==> config.mk <==
export PLATFORM = sky130hd
export DESIGN_NAME = squareroot_piped_v3
export DESIGN_NICKNAME = d
export VERILOG_FILES = /design/src/rtl/squareroot_piped_v3.sv
export SDC_FILE = /design/constraint.sdc
export NUM_CORES = 1
export LEC_CHECK = 0
export BUFFER_PORTS_ARGS = -buffer_cell sky130_fd_sc_hd__buf_4
export CORE_MARGIN = 2
export CORE_UTILIZATION = 50
export DETAILED_ROUTE_END_ITERATION = 8
export PLACE_DENSITY_LB_ADDON = 0.25
export SYNTH_ARGS = -nofsm -noshare
export SYNTH_HDL_FRONTEND = slang
export SYNTH_SLANG_ARGS = --single-unit
==> constraint.sdc <==
create_clock -name clk -period 6.6 [get_ports clk]
set_input_delay 0.99 -clock clk [delete_from_list [all_inputs] [get_ports clk]]
set_output_delay 0.99 -clock clk [all_outputs]
set_load 0.01 [all_outputs]
==> src/rtl/squareroot_piped_v3.sv <==
// Pipelined digit-by-digit fixed-point square root with valid/ready and tag sideband.
// Optional neg_err output when SQRT_NEG_ERR_EN is defined.
module squareroot_piped_v3 #(
    parameter int BITSIZE = 16,
    parameter int FRAC    = 11,
    parameter int BPS     = 4,
    parameter int TAGW    = 4
) (
    input  logic               clk,
    input  logic               reset,
    input  logic               in_valid,
    output logic               in_ready,
    input  logic [BITSIZE-1:0] data_in,
    input  logic [TAGW-1:0]    tag_in,
    output logic               out_valid,
    input  logic               out_ready,
    output logic [BITSIZE-1:0] data_out,
    output logic [TAGW-1:0]    tag_out
`ifdef SQRT_NEG_ERR_EN
    ,
    output logic               neg_err
`endif
);

    localparam int IW     = BITSIZE - 1 + FRAC;
    localparam int RW     = (IW + 1) / 2;
    localparam int NSTAGE = (RW + BPS - 1) / BPS;
    localparam int RADW   = 2 * RW;
    localparam int REMW   = RW + 2;

    logic            v_q    [0:NSTAGE];
    logic [RADW-1:0] rad_q  [0:NSTAGE];
    logic [REMW-1:0] rem_q  [0:NSTAGE];
    logic [RW-1:0]   root_q [0:NSTAGE];
    logic [TAGW-1:0] tag_q  [0:NSTAGE];
    logic            neg_q  [0:NSTAGE];

    logic [RADW-1:0] rad_d  [1:NSTAGE];
    logic [REMW-1:0] rem_d  [1:NSTAGE];
    logic [RW-1:0]   root_d [1:NSTAGE];

    logic [RADW-1:0] rad_in;
    logic [RADW-1:0] rad_t;
    logic [REMW-1:0] rem_t;
    logic [REMW-1:0] trial_t;
    logic [RW-1:0]   root_t;
    logic            stall;
    logic            unused_ok;

    assign stall     = out_valid & ~out_ready;
    assign in_ready  = ~stall;
    assign out_valid = v_q[NSTAGE];
    assign data_out  = BITSIZE'(root_q[NSTAGE]);
    assign tag_out   = tag_q[NSTAGE];

    // Negative operands enter as a zero radicand, so their root is zero.
    always_comb begin
        rad_in = '0;
        if (!data_in[BITSIZE-1]) begin
            rad_in = RADW'(data_in[BITSIZE-2:0]) << FRAC;
        end
    end

    always_comb begin
        rad_t   = '0;
        rem_t   = '0;
        trial_t = '0;
        root_t  = '0;
        for (int s = 1; s <= NSTAGE; s++) begin
            rem_t  = rem_q[s-1];
            root_t = root_q[s-1];
            rad_t  = rad_q[s-1];
            for (int j = 0; j < BPS; j++) begin
                if ((s - 1) * BPS + j < RW) begin
                    rem_t   = {rem_t[REMW-3:0], rad_t[RADW-1 -: 2]};
                    rad_t   = rad_t << 2;
                    trial_t = {root_t, 2'b01};
                    if (rem_t >= trial_t) begin
                        rem_t  = rem_t - trial_t;
                        root_t = {root_t[RW-2:0], 1'b1};
                    end else begin
                        root_t = {root_t[RW-2:0], 1'b0};
                    end
                end
            end
            rem_d[s]  = rem_t;
            root_d[s] = root_t;
            rad_d[s]  = rad_t;
        end
    end

    // Slot 0 root/remainder stay at their cleared value: the empty partial root.
    always_ff @(posedge clk or posedge reset) begin
        if (reset) begin
            for (int s = 0; s <= NSTAGE; s++) begin
                v_q[s]    <= 1'b0;
                rad_q[s]  <= '0;
                rem_q[s]  <= '0;
                root_q[s] <= '0;
                tag_q[s]  <= '0;
                neg_q[s]  <= 1'b0;
            end
        end else if (!stall) begin
            v_q[0]   <= in_valid;
            rad_q[0] <= rad_in;
            tag_q[0] <= tag_in;
            neg_q[0] <= data_in[BITSIZE-1];
            for (int s = 1; s <= NSTAGE; s++) begin
                v_q[s]    <= v_q[s-1];
                rad_q[s]  <= rad_d[s];
                rem_q[s]  <= rem_d[s];
                root_q[s] <= root_d[s];
                tag_q[s]  <= tag_q[s-1];
                neg_q[s]  <= neg_q[s-1];
            end
        end
    end

`ifdef SQRT_NEG_ERR_EN
    assign neg_err   = neg_q[NSTAGE];
    assign unused_ok = ^{rem_q[NSTAGE], rad_q[NSTAGE]};
`else
    assign unused_ok = ^{rem_q[NSTAGE], rad_q[NSTAGE], neg_q[NSTAGE]};
`endif

endmodule

### Word level (Yosys, flattened, before mapping)

Index checks and enable logic that the tools add are counted.

* flip-flop bits (word level): 172
* bits of input ports: 24
* output and inout port bits: 22
* word-level logic and storage cells: 75

* add/sub/neg operators: 12
* magnitude comparators: 13
* mux-type cells: 26
* bitwise gates (word level): 3

Operator list (count)
* 15-bit greater-or-equal comparator: 13
* 13-bit two-way mux: 12
* 13-bit subtractor: 12
* 26-bit two-way mux: 1
* 1-bit two-way mux: 13
* 1-bit inverter: 2
* 1-bit bitwise AND: 1

### Logic depth before layout (Yosys ltp)

Gate-level depths: netlist of the first run.

* word-level depth: 8
* depth in mapped cells: 35
* mapped depth without buffers: 33

### Worst setup path before layout of the first run

Ideal clock, no wire load.

* path kind: reg2reg
* from: register root_q[27] (netlist bit)
* to: register rem_q[27] (netlist bit)
* library setup time: 0.095 ns
* arrival: 6.731 ns
* required time: 6.505 ns
* setup slack: -0.226 ns
* cell stages (with the launch flop): 33
* path buffers: 2
* clock period less this slack: 6.826 ns
* path through: dfrtp_1 -> inv_1 -> ha_1 -> fa_1 -> a211oi_1 -> nand4_1 -> clkbuf_1 -> mux2i_1 -> inv_1 -> ha_1 -> o2111ai_1 -> nand3_1 -> nor4_2 -> buf_2 -> mux2_2 -> ha_1 -> a21oi_1 -> o21a_1 -> and2_1 -> nand3_2 -> inv_1 -> ha_1 -> inv_1 -> ha_1 -> a21o_1 -> a21oi_1 -> nor2b_1 -> o21a_1 -> o21ai_0 -> or3b_2 -> nor3_1 -> xnor2_1 -> o31ai_1

RTL lines
* start: declaration: RTL line 34 `logic [RW-1:0] root_q [0:NSTAGE];`
* start signal: indexed assignment: RTL line 112 `root_q[s] <= root_d[s];`
* end signal: indexed assignment: RTL line 111 `rem_q[s] <= rem_d[s];`
* end: declaration: RTL line 33 `logic [REMW-1:0] rem_q [0:NSTAGE];`

==> summary.txt, run 1 <==
Status
  – Outcome: completed

Clock network
  – Clock sinks: roughly 100
  – Clock transition at path regs: around 80 ps
  – CTS tree: done
  – H-tree depth: 3
  – CTS root buf: clkbuf_16
  – Cts hold-fix bufs: 0
  – Max Root-Sink Buffers: 2
  – CTS Buf Count: 9
  – Worst-Skew Late Latency: between 300 and 400 ps

Synthesis
  – Ys Warns: 26
  – Yosys top cell by area: dfrtp_1
  – Top cell type's share of synthesized area: between 30% and 40%
  – Post-synth cell types: 90
  – Yosys reg bits: a little under 100
  – Post-synth EDFFs: 0
  – Post-Syn Area: 7411 um2
  – Top cells by area, synth: dfrtp_1 33%, nand2_1 10%, ha_1 6.6%, a21oi_1 4.3%, xnor2_1 3.7%
  – Synthesized instance count: between 900 and 1000
  – Synthesized area per cell: around 8.0 um2
  – Post-synthesis sequential area ratio: approximately 33%
  – Asr flop ratio synth: between 90% and 100%
  – Synth Flop Type: dfrtp_1

Route
  – Total wire length: between 15 and 20 mm
  – First-iteration detailed-routing DRC count: roughly 470
  – ANT nets after route: 0
  – WL/cell: about 15 um
  – Via density: 5.675
  – Drc violations: 0
  – Via Count: 6640
  – Drt pass-1 iters: 5

Power and ir drop
  – Worst IR drop on VDD: roughly 0.24 mV
  – Gate power share: around 70%
  – Pleak: ~4.0 nW
  – Clk pwr share: a little over a tenth
  – Sequential Power Share: between 10% and 20%
  – Pwr dens: ~610 nW/um2
  – Internal power: approximately 2.8 mW
  – Sw Pwr: 2.496 mW
  – Total power: 5.253 mW
  – Switching Fraction: 47.52%

Setup path
  – Kind of critical path: flop to flop
  – R2R Setup Slk: between 300 and 400 ps
  – Crit-path slowest cell: or4_4
  – Arrival time at the worst endpoint: around 6500 ps
  – Worst reg2reg path startpoint: rem_q[31]
  – Reg2reg end: rem_q[20]
  – CP Max Fanout: 7
  – Reg2Reg Depth: 28
  – Critical Path Start Type: flop
  – Slowest stage delay, CP: about 470 ps
  – Most frequent CP cell: buf_4
  – Worst Path Required: 6840 ps
  – CP top delay family: compound AO/OA/AOI/OAI gates
  – Crit path capture type: flop
  – CP Depth: 28
  – WP buf/inv: 5

Timing
  – Min Hold Slack: approximately 470 ps
  – Period utilization: about 95%
  – Pins Over Slew Limit: 0
  – Worst clock skew: roughly 13 ps
  – Slew at the pin closest to its max-slew limit: between 1000 and 1500 ps
  – Max-Slew Margin vs Limit: a little under a third
  – Final setup violation count: 0
  – Period minus WS final: about 6300 ps
  – Fmax: around 160 MHz
  – Final hold violation count: 0

Global route
  – Pin count of the biggest net entering global routing: roughly 110
  – Initial antenna violation count: 0
  – Vias in the first global route: a little over 6000
  – All-Layer GR Usage: 22.07%
  – Total grt overflow: 0
  – First-pass GRT wire length: 29.61 mm

Floorplanning
  – Core area: 14530 um2
  – Initial core utilization: 50.99%
  – Die X: approximately 130 um
  – Die Y: 125.7 um
  – # rows: 44
  – Top Ports: 46
  – Die area: between 15000 and 20000 um2

Worst hold path
  – Worst hold path type: flop to flop
  – Hold Path Depth: 2
  – Hold Path Origin: tag_q[11]
  – Hold EP: tag_q[11]

Flow run
  – Number of max-cap violations: 0

Final layout
  – Nets: ~1000
  – Final Non-Filler Cells: approximately 1200
  – Synthesis-to-layout area growth: 15.97%
  – Filler cells: 1332
  – Layout cell share with drive strength beyond 1: between 10% and 20%
  – Multi-input logic area: ~4700 um2
  – Sequential cell area: between 2000 and 2500 um2
  – N_diodes: 0
  – Core Util, Final: between 50% and 60%

Placed design
  – GPL Wtd Cong: between 0.9 and 1
  – Port bufs: 38
  – DP Cell Count: around 1100
  – Dpl hpwl: around 13 mm
[worst min-delay path: cells and delay by family (launching register included)]
family / cells / cell delay (ps)
DFF: 1 / 350
and+or+nand+nor: 2 / 100
[worst max-delay path by stage]
| stage | start | endpoint | slack (ps) |
|---|---|---|---|
| 3_3_place_gp | rem_q[31] | rem_q[27] | 190 |
| 6_report | rem_q[31] | rem_q[20] | 350 |
| 3_5_place_dp | rem_q[31] | rem_q[27] | 4 |
| 2_1_floorplan | rad_q[103] | rem_q[32] | 3 |
| 4_1_cts | rem_q[31] | rem_q[27] | 30 |
| 5_1_grt | root_q[27] | rem_q[25] | -40 |
[cell type report]
| class | count | area share (%) |
|---|---|---|
| Tap cell | 184 | 2.679 |
| Sequential cell | 99 | 28.83 |
| Clock inverter | 7 | 1.063 |
| Timing Repair Buffer | 96 | 8.429 |
| Clock buffer | 9 | 2.620 |
| Inverter | 39 | 1.776 |
| Multi-Input combinational cell | 736 | 54.61 |
[flip-flops by register name, indices dropped and copies added (netlist names)]
signal,count
data_out,9
out_valid,1
rad_d,7
rad_q,15
rem_q,33
root_q,10
tag_out,4
tag_q,16
v_q,4
[power by group through the flow]
stage / combinational (mW) / sequential [mW] / clock (mW)
after floorplan: 2.67 / 0.977 / 0
after global placement: 3.42 / 1.01 / 0
after global routing: 4.10 / 1.04 / 0.592
after detailed placement: 3.46 / 1.01 / 0
final: 3.69 / 1.01 / 0.552
after CTS: 3.49 / 1.01 / 0.566
[layer usage]
| metal | vias to the layer above | GRT usage, % | share of wire, % |
|---|---|---|---|
| li1 | 3362 | - | - |
| met1 | 3131 | 32.95 | 51 |
| met2 | 134 | 34.18 | 44 |
| met3 | 13 | 3.441 | 4.0 |
| met4 | 0 | 4.654 | 0.87 |
| met5 | - | 0 | 0 |
[cells by family (layout without fill, tap and decap cells)]
kind of cell               after synthesis  count (layout)  share of synthesized area (%)
AOI/OAI and AO/OA                      221             221                          19.70
xor gates and xnor gates                40              40                          4.727
adders and majority gates               40              40                          6.855
buffers and inverters                   94             151                          5.555
DFF                                     99              99                          33.43
muxes                                   21              21                          2.938
other                                    1               7                        0.05060
and+or+nand+nor                        405             407                          26.74
[synth_stat cells (all sizes together), types with 5 or more instances]
cell and count:
a211oi 9, inv 38, o211ai 8, nor4b 6
mux2 6, o21ai 44, nor2b 9, buf 20
nand3b 18, o21bai 5, xnor2 31, clkbuf 35
nor4 9, and3 5, dfrtp 99, ha 39
mux2i 15, or3b 5, and2 8, nor3 19
xor2 9, a21oi 64, a31oi 12, nand2 200
a211o 5, nand3 15, or4 9, nand4 5
o31ai 14, nand2b 7, or3 8, a21o 10
nor2 69, o21a 7
[through the flow]
stage          instance area, um2  TNS, ps  setup WS [ps]
3_3_place_gp                 8043        0          194.9
2_1_floorplan                7482        0          3.118
3_5_place_dp                 8043        0          4.095
6_report                     8594        0          345.7
5_1_grt                      8594   -62.15         -41.42
4_1_cts                      8379        0          25.48
[layout by cell type (no fill, tap or decap), types with 6 or more instances in the layout]
cell,instances
xnor2_1,31
nand3_1,13
o21ai_0,35
a211oi_1,8
o21a_1,7
ha_1,37
xor2_1,9
nor2_1,67
nor2b_1,8
mux2i_1,15
nor3_1,17
and2_1,7
dfrtp_1,99
o21ai_1,9
a21o_1,10
nand3b_1,18
nand2b_1,7
a31oi_1,12
nand2_1,198
o31ai_1,13
inv_1,34
clkbuf_16,9
or4_1,6
or3_1,6
o211ai_1,7
conb_1,7
a21oi_1,60
buf_4,95
[timing repair]
action,in CTS,in global routing
setup endpoints to repair,1,25
setup buffers,2,14
pin swaps,1,7
gates cloned,0,2
resized for setup,2,24
Power figures use the tool's default switching activity.
==> inputs of run 2 (changes only) <==
--- a/config.mk
+++ b/config.mk
@@ -5,9 +5,10 @@
 export SDC_FILE = /design/constraint.sdc
 export NUM_CORES = 1
 export LEC_CHECK = 0
+export ABC_AREA = 1
 export BUFFER_PORTS_ARGS = -buffer_cell sky130_fd_sc_hd__buf_4
 export CORE_MARGIN = 2
-export CORE_UTILIZATION = 50
+export CORE_UTILIZATION = 56
 export DETAILED_ROUTE_END_ITERATION = 8
 export PLACE_DENSITY_LB_ADDON = 0.25
 export SYNTH_ARGS = -nofsm -noshare
==> run 2 against run 1 <==
  * Final cell count increased by 9.5%
  * Utilization up 2.7 points
  * Design area fell by 5.1%
  * Register-to-register slack better by 400 ps
  * Global-route usage rose by 1.9 points
  * First-iteration DRC count fell by 1.1%
  * Clock skew increased by 1.3 ps
  * Area after synthesis rose by 1.3%
  * Critical path type unchanged
==> summary.txt, run 2 <==
Status
  – Outcome: completed

Setup path
  – Crit path capture type: flop
  – Worst Path Required: 6850 ps (about the same)
  – Crit-path slowest cell: fa_1
  – Worst reg2reg path startpoint: root_q[27]
  – R2R Setup Slk: 750 ps (+400 ps)
  – Reg2reg end: rem_q[27]
  – Most frequent CP cell: nand2_1
  – CP Max Fanout: 13 (+6)
  – Start point of the critical path: root_q[27]
  – CP endpoint: rem_q[27]
  – Arrival time at the worst endpoint: 6100 ps (-400 ps)
  – Reg2Reg Depth: 38 (+36%)
  – Kind of critical path: flop to flop
  – Critical Path Start Type: flop
  – Slowest stage delay, CP: 410 ps (-60 ps)

Timing
  – Pins Over Slew Limit: 0 (unchanged)
  – Final setup violation count: 0 (unchanged)
  – Fmax: 170.9 MHz (+6.9%)
  – Min Hold Slack: 469.2 ps (+0.2360 ps)
  – Final hold violation count: 0 (unchanged)
  – Setup TNS: 0 ps (unchanged)
  – Period utilization: 88.66% (-6.1 points)
  – Worst clock skew: 14.19 ps (+1.313 ps)
  – Period minus WS final: 5852 ps (-402.6 ps)
  – Slew at the pin closest to its max-slew limit: 949.4 ps (-74.81 ps)
  – Max-Slew Margin vs Limit: 36.71% (+5.0 points)

Synthesis
  – Post-synth cell types: 45 (-50%)
  – Commonest cells post-synth: 359 x nand2_1, 121 x inv_1, 100 x nand3_1
  – Ys Warns: 26 (unchanged)
  – Asr flop ratio synth: 100.0% (unchanged)
  – Yosys top cell by area: dfrtp_1
  – Yosys reg bits: 99 (unchanged)
  – Synthesized area per cell: 6.947 um2 (-14%)
  – Top cell type's share of synthesized area: 32.99% (-0.44 points)
  – Post-synthesis sequential area ratio: 32.99% (-0.44 points)
  – Post-synth EDFFs: 0 (unchanged)
  – Most instantiated library cell after synthesis: nand2_1
  – Synthesized instance count: 1081 (+17%)
  – Post-Syn Area: 7510 um2 (+1.3%)
  – Synth Flop Type: dfrtp_1
  – Top cells by area, synth: dfrtp_1 33%, nand2_1 18%, nand3_1 6.7%, ha_1 6.5%, inv_1 6.0%

Route
  – Via density: 5.085 (-10%)
  – First-iteration detailed-routing DRC count: 462 (-1.1%)
  – WL/cell: 12.48 um (-15%)
  – ANT nets after route: 0 (unchanged)
  – Drt pass-1 iters: 7 (+2)
  – Total wire length: 15.99 mm (-7.3%)
  – Drc violations: 0 (unchanged)
  – Via Count: 6514 (-1.9%)

Clock network
  – Cts hold-fix bufs: 0 (unchanged)
  – Max Root-Sink Buffers: 2 (unchanged)
  – Postcts setup bufs: 0 (-2)
  – H-tree depth: 3 (unchanged)
  – Clock transition at path regs: 80 ps (about the same)
  – CTS root buf: clkbuf_16
  – CTS Buf Count: 9 (unchanged)
  – CTS tree: done
  – Worst-Skew Late Latency: 360 ps (about the same)
  – Clock sinks: 99 (unchanged)

Global route
  – Initial antenna violation count: 0 (unchanged)
  – First-pass GRT wire length: 28.30 mm (-4.4%)
  – Vias in the first global route: 6025 (-3.4%)
  – All-Layer GR Usage: 23.95% (+1.9 points)
  – Pin count of the biggest net entering global routing: 110 (+3.8%)
  – Total grt overflow: 0 (unchanged)

Final layout
  – Nets: 1164 (+11%)
  – Top reg by flops: rem_q
  – Filler cells: 1230 (-7.7%)
  – Layout cell share with drive strength beyond 1: 13.12% (-4.4 points)
  – Largest regs: rem_q (33), tag_q (16), rad_q (15)
  – Max reg flops: 33 (unchanged)
  – Core Util, Final: 61.85% (+2.7 points)
  – Commonest non-fill, non-tap cell in the layout: nand2_1
  – Most frequent cells in the layout: 359 x nand2_1, 116 x inv_1, 100 x nand3_1
  – N_diodes: 0 (unchanged)
  – Sequential cell area: 2477 um2 (unchanged)
  – Multi-input logic area: 4350 um2 (-7.3%)
  – Synthesis-to-layout area growth: 8.630%

Placed design
  – Dpl hpwl: 11.78 mm (-6.2%)
  – Port bufs: 38 (unchanged)
  – GPL Wtd Cong: 0.8937 (-2.8%)

Floorplanning
  – Die area: 14350 um2 (-9.2%)
  – Die Y: 119.8 um (-4.7%)
  – Top Ports: 46 (unchanged)
  – # rows: 42 (-4.5%)
  – Die X: 119.8 um (-4.7%)
  – Initial core utilization: 56.93% (+5.9 points)
  – Core area: 13190 um2 (-9.2%)

Worst hold path
  – Worst hold path type: flop to flop

Flow run
  – Number of max-cap violations: 0 (unchanged)
[run 2: cell count changes after synthesis, sizes merged, moves of 13 or more]
cell,before,now
nand2,200,388
nand3,15,112
inv,38,126
a21oi,64,19
o21ai,44,89
xnor2,31,5
nor2,69,87
clkbuf,35,19
nor3,19,3
mux2i,15,0
nand4,5,19
xor2,9,23
nand3b,18,5
o31ai,14,1
[run 2: kinds of logic (layout without fill, tap and decap cells)]
| group | Yosys count | count (layout) | share of synthesized area, % |
|---|---|---|---|
| and+or+nand+nor | 625 | 625 | 38.77 |
| other | 1 | 7 | 0.04994 |
| AOI/OAI and AO/OA | 121 | 121 | 8.530 |
| adders and majority gates | 40 | 40 | 6.764 |
| xor gates and xnor gates | 28 | 28 | 3.266 |
| DFF | 99 | 99 | 32.99 |
| buffers and inverters | 167 | 185 | 9.630 |
[run 2: per-layer routing]
| layer | up-vias | part of all wire, % | track usage, % |
|---|---|---|---|
| met5 | - | 0 | 0 |
| met4 | 0 | 0.57 | 4.559 |
| met3 | 12 | 3.8 | 4.040 |
| met2 | 118 | 43 | 36.07 |
| met1 | 2911 | 53 | 36.51 |
| li1 | 3473 | - | - |
[run 2: layout make-up]
cell class / instances / share of cell area (%)
Sequential cell: 99 / 30.37
Tap cell: 176 / 2.699
Inverter: 127 / 5.920
Multi-Input combinational cell: 821 / 53.33
Timing Repair Buffer: 42 / 3.865
Clock buffer: 9 / 2.761
Clock inverter: 7 / 1.058
[run 2: how the worst min path moves through the flow]
stage               start         to  cells after the start
6_report       rad_q[122]  rem_q[45]                      2
4_1_cts        rad_q[122]  rem_q[45]                      2
3_3_place_gp    tag_q[13]   tag_q[9]                      2
2_1_floorplan      v_q[1]  out_valid                      1
5_1_grt         tag_q[13]   tag_q[9]                      2
3_5_place_dp    tag_q[13]   tag_q[9]                      2
[run 2: timing repair]
item	4_1_cts	5_1_grt
hold endpoints to repair	0	0
setup endpoints to repair	0	12
gates resized for setup	0	9
[run 2: metrics by stage]
step	cell area, um2	instances	setup slack [ps]
2_1_floorplan	7532	1087	1251
3_3_place_gp	7831	1265	607.7
3_5_place_dp	7831	1265	412.6
4_1_cts	8143	1281	369.3
5_1_grt	8158	1281	-6.368
6_report	8158	1281	748.3
[run 2: critical path, delay by kind of cell, from the launching register on]
family	cells	cell delay, ps
AO/OA/AOI/OAI	8	1140
adder cells (fa/ha/maj)	5	1590
buffers and inverters	6	630
flip-flops	1	380
AND/OR/NAND/NOR	19	2010
Power of run 2 is not shown: default switching activity piles up to over one toggle a cycle in this logic, so the estimate is an artifact.
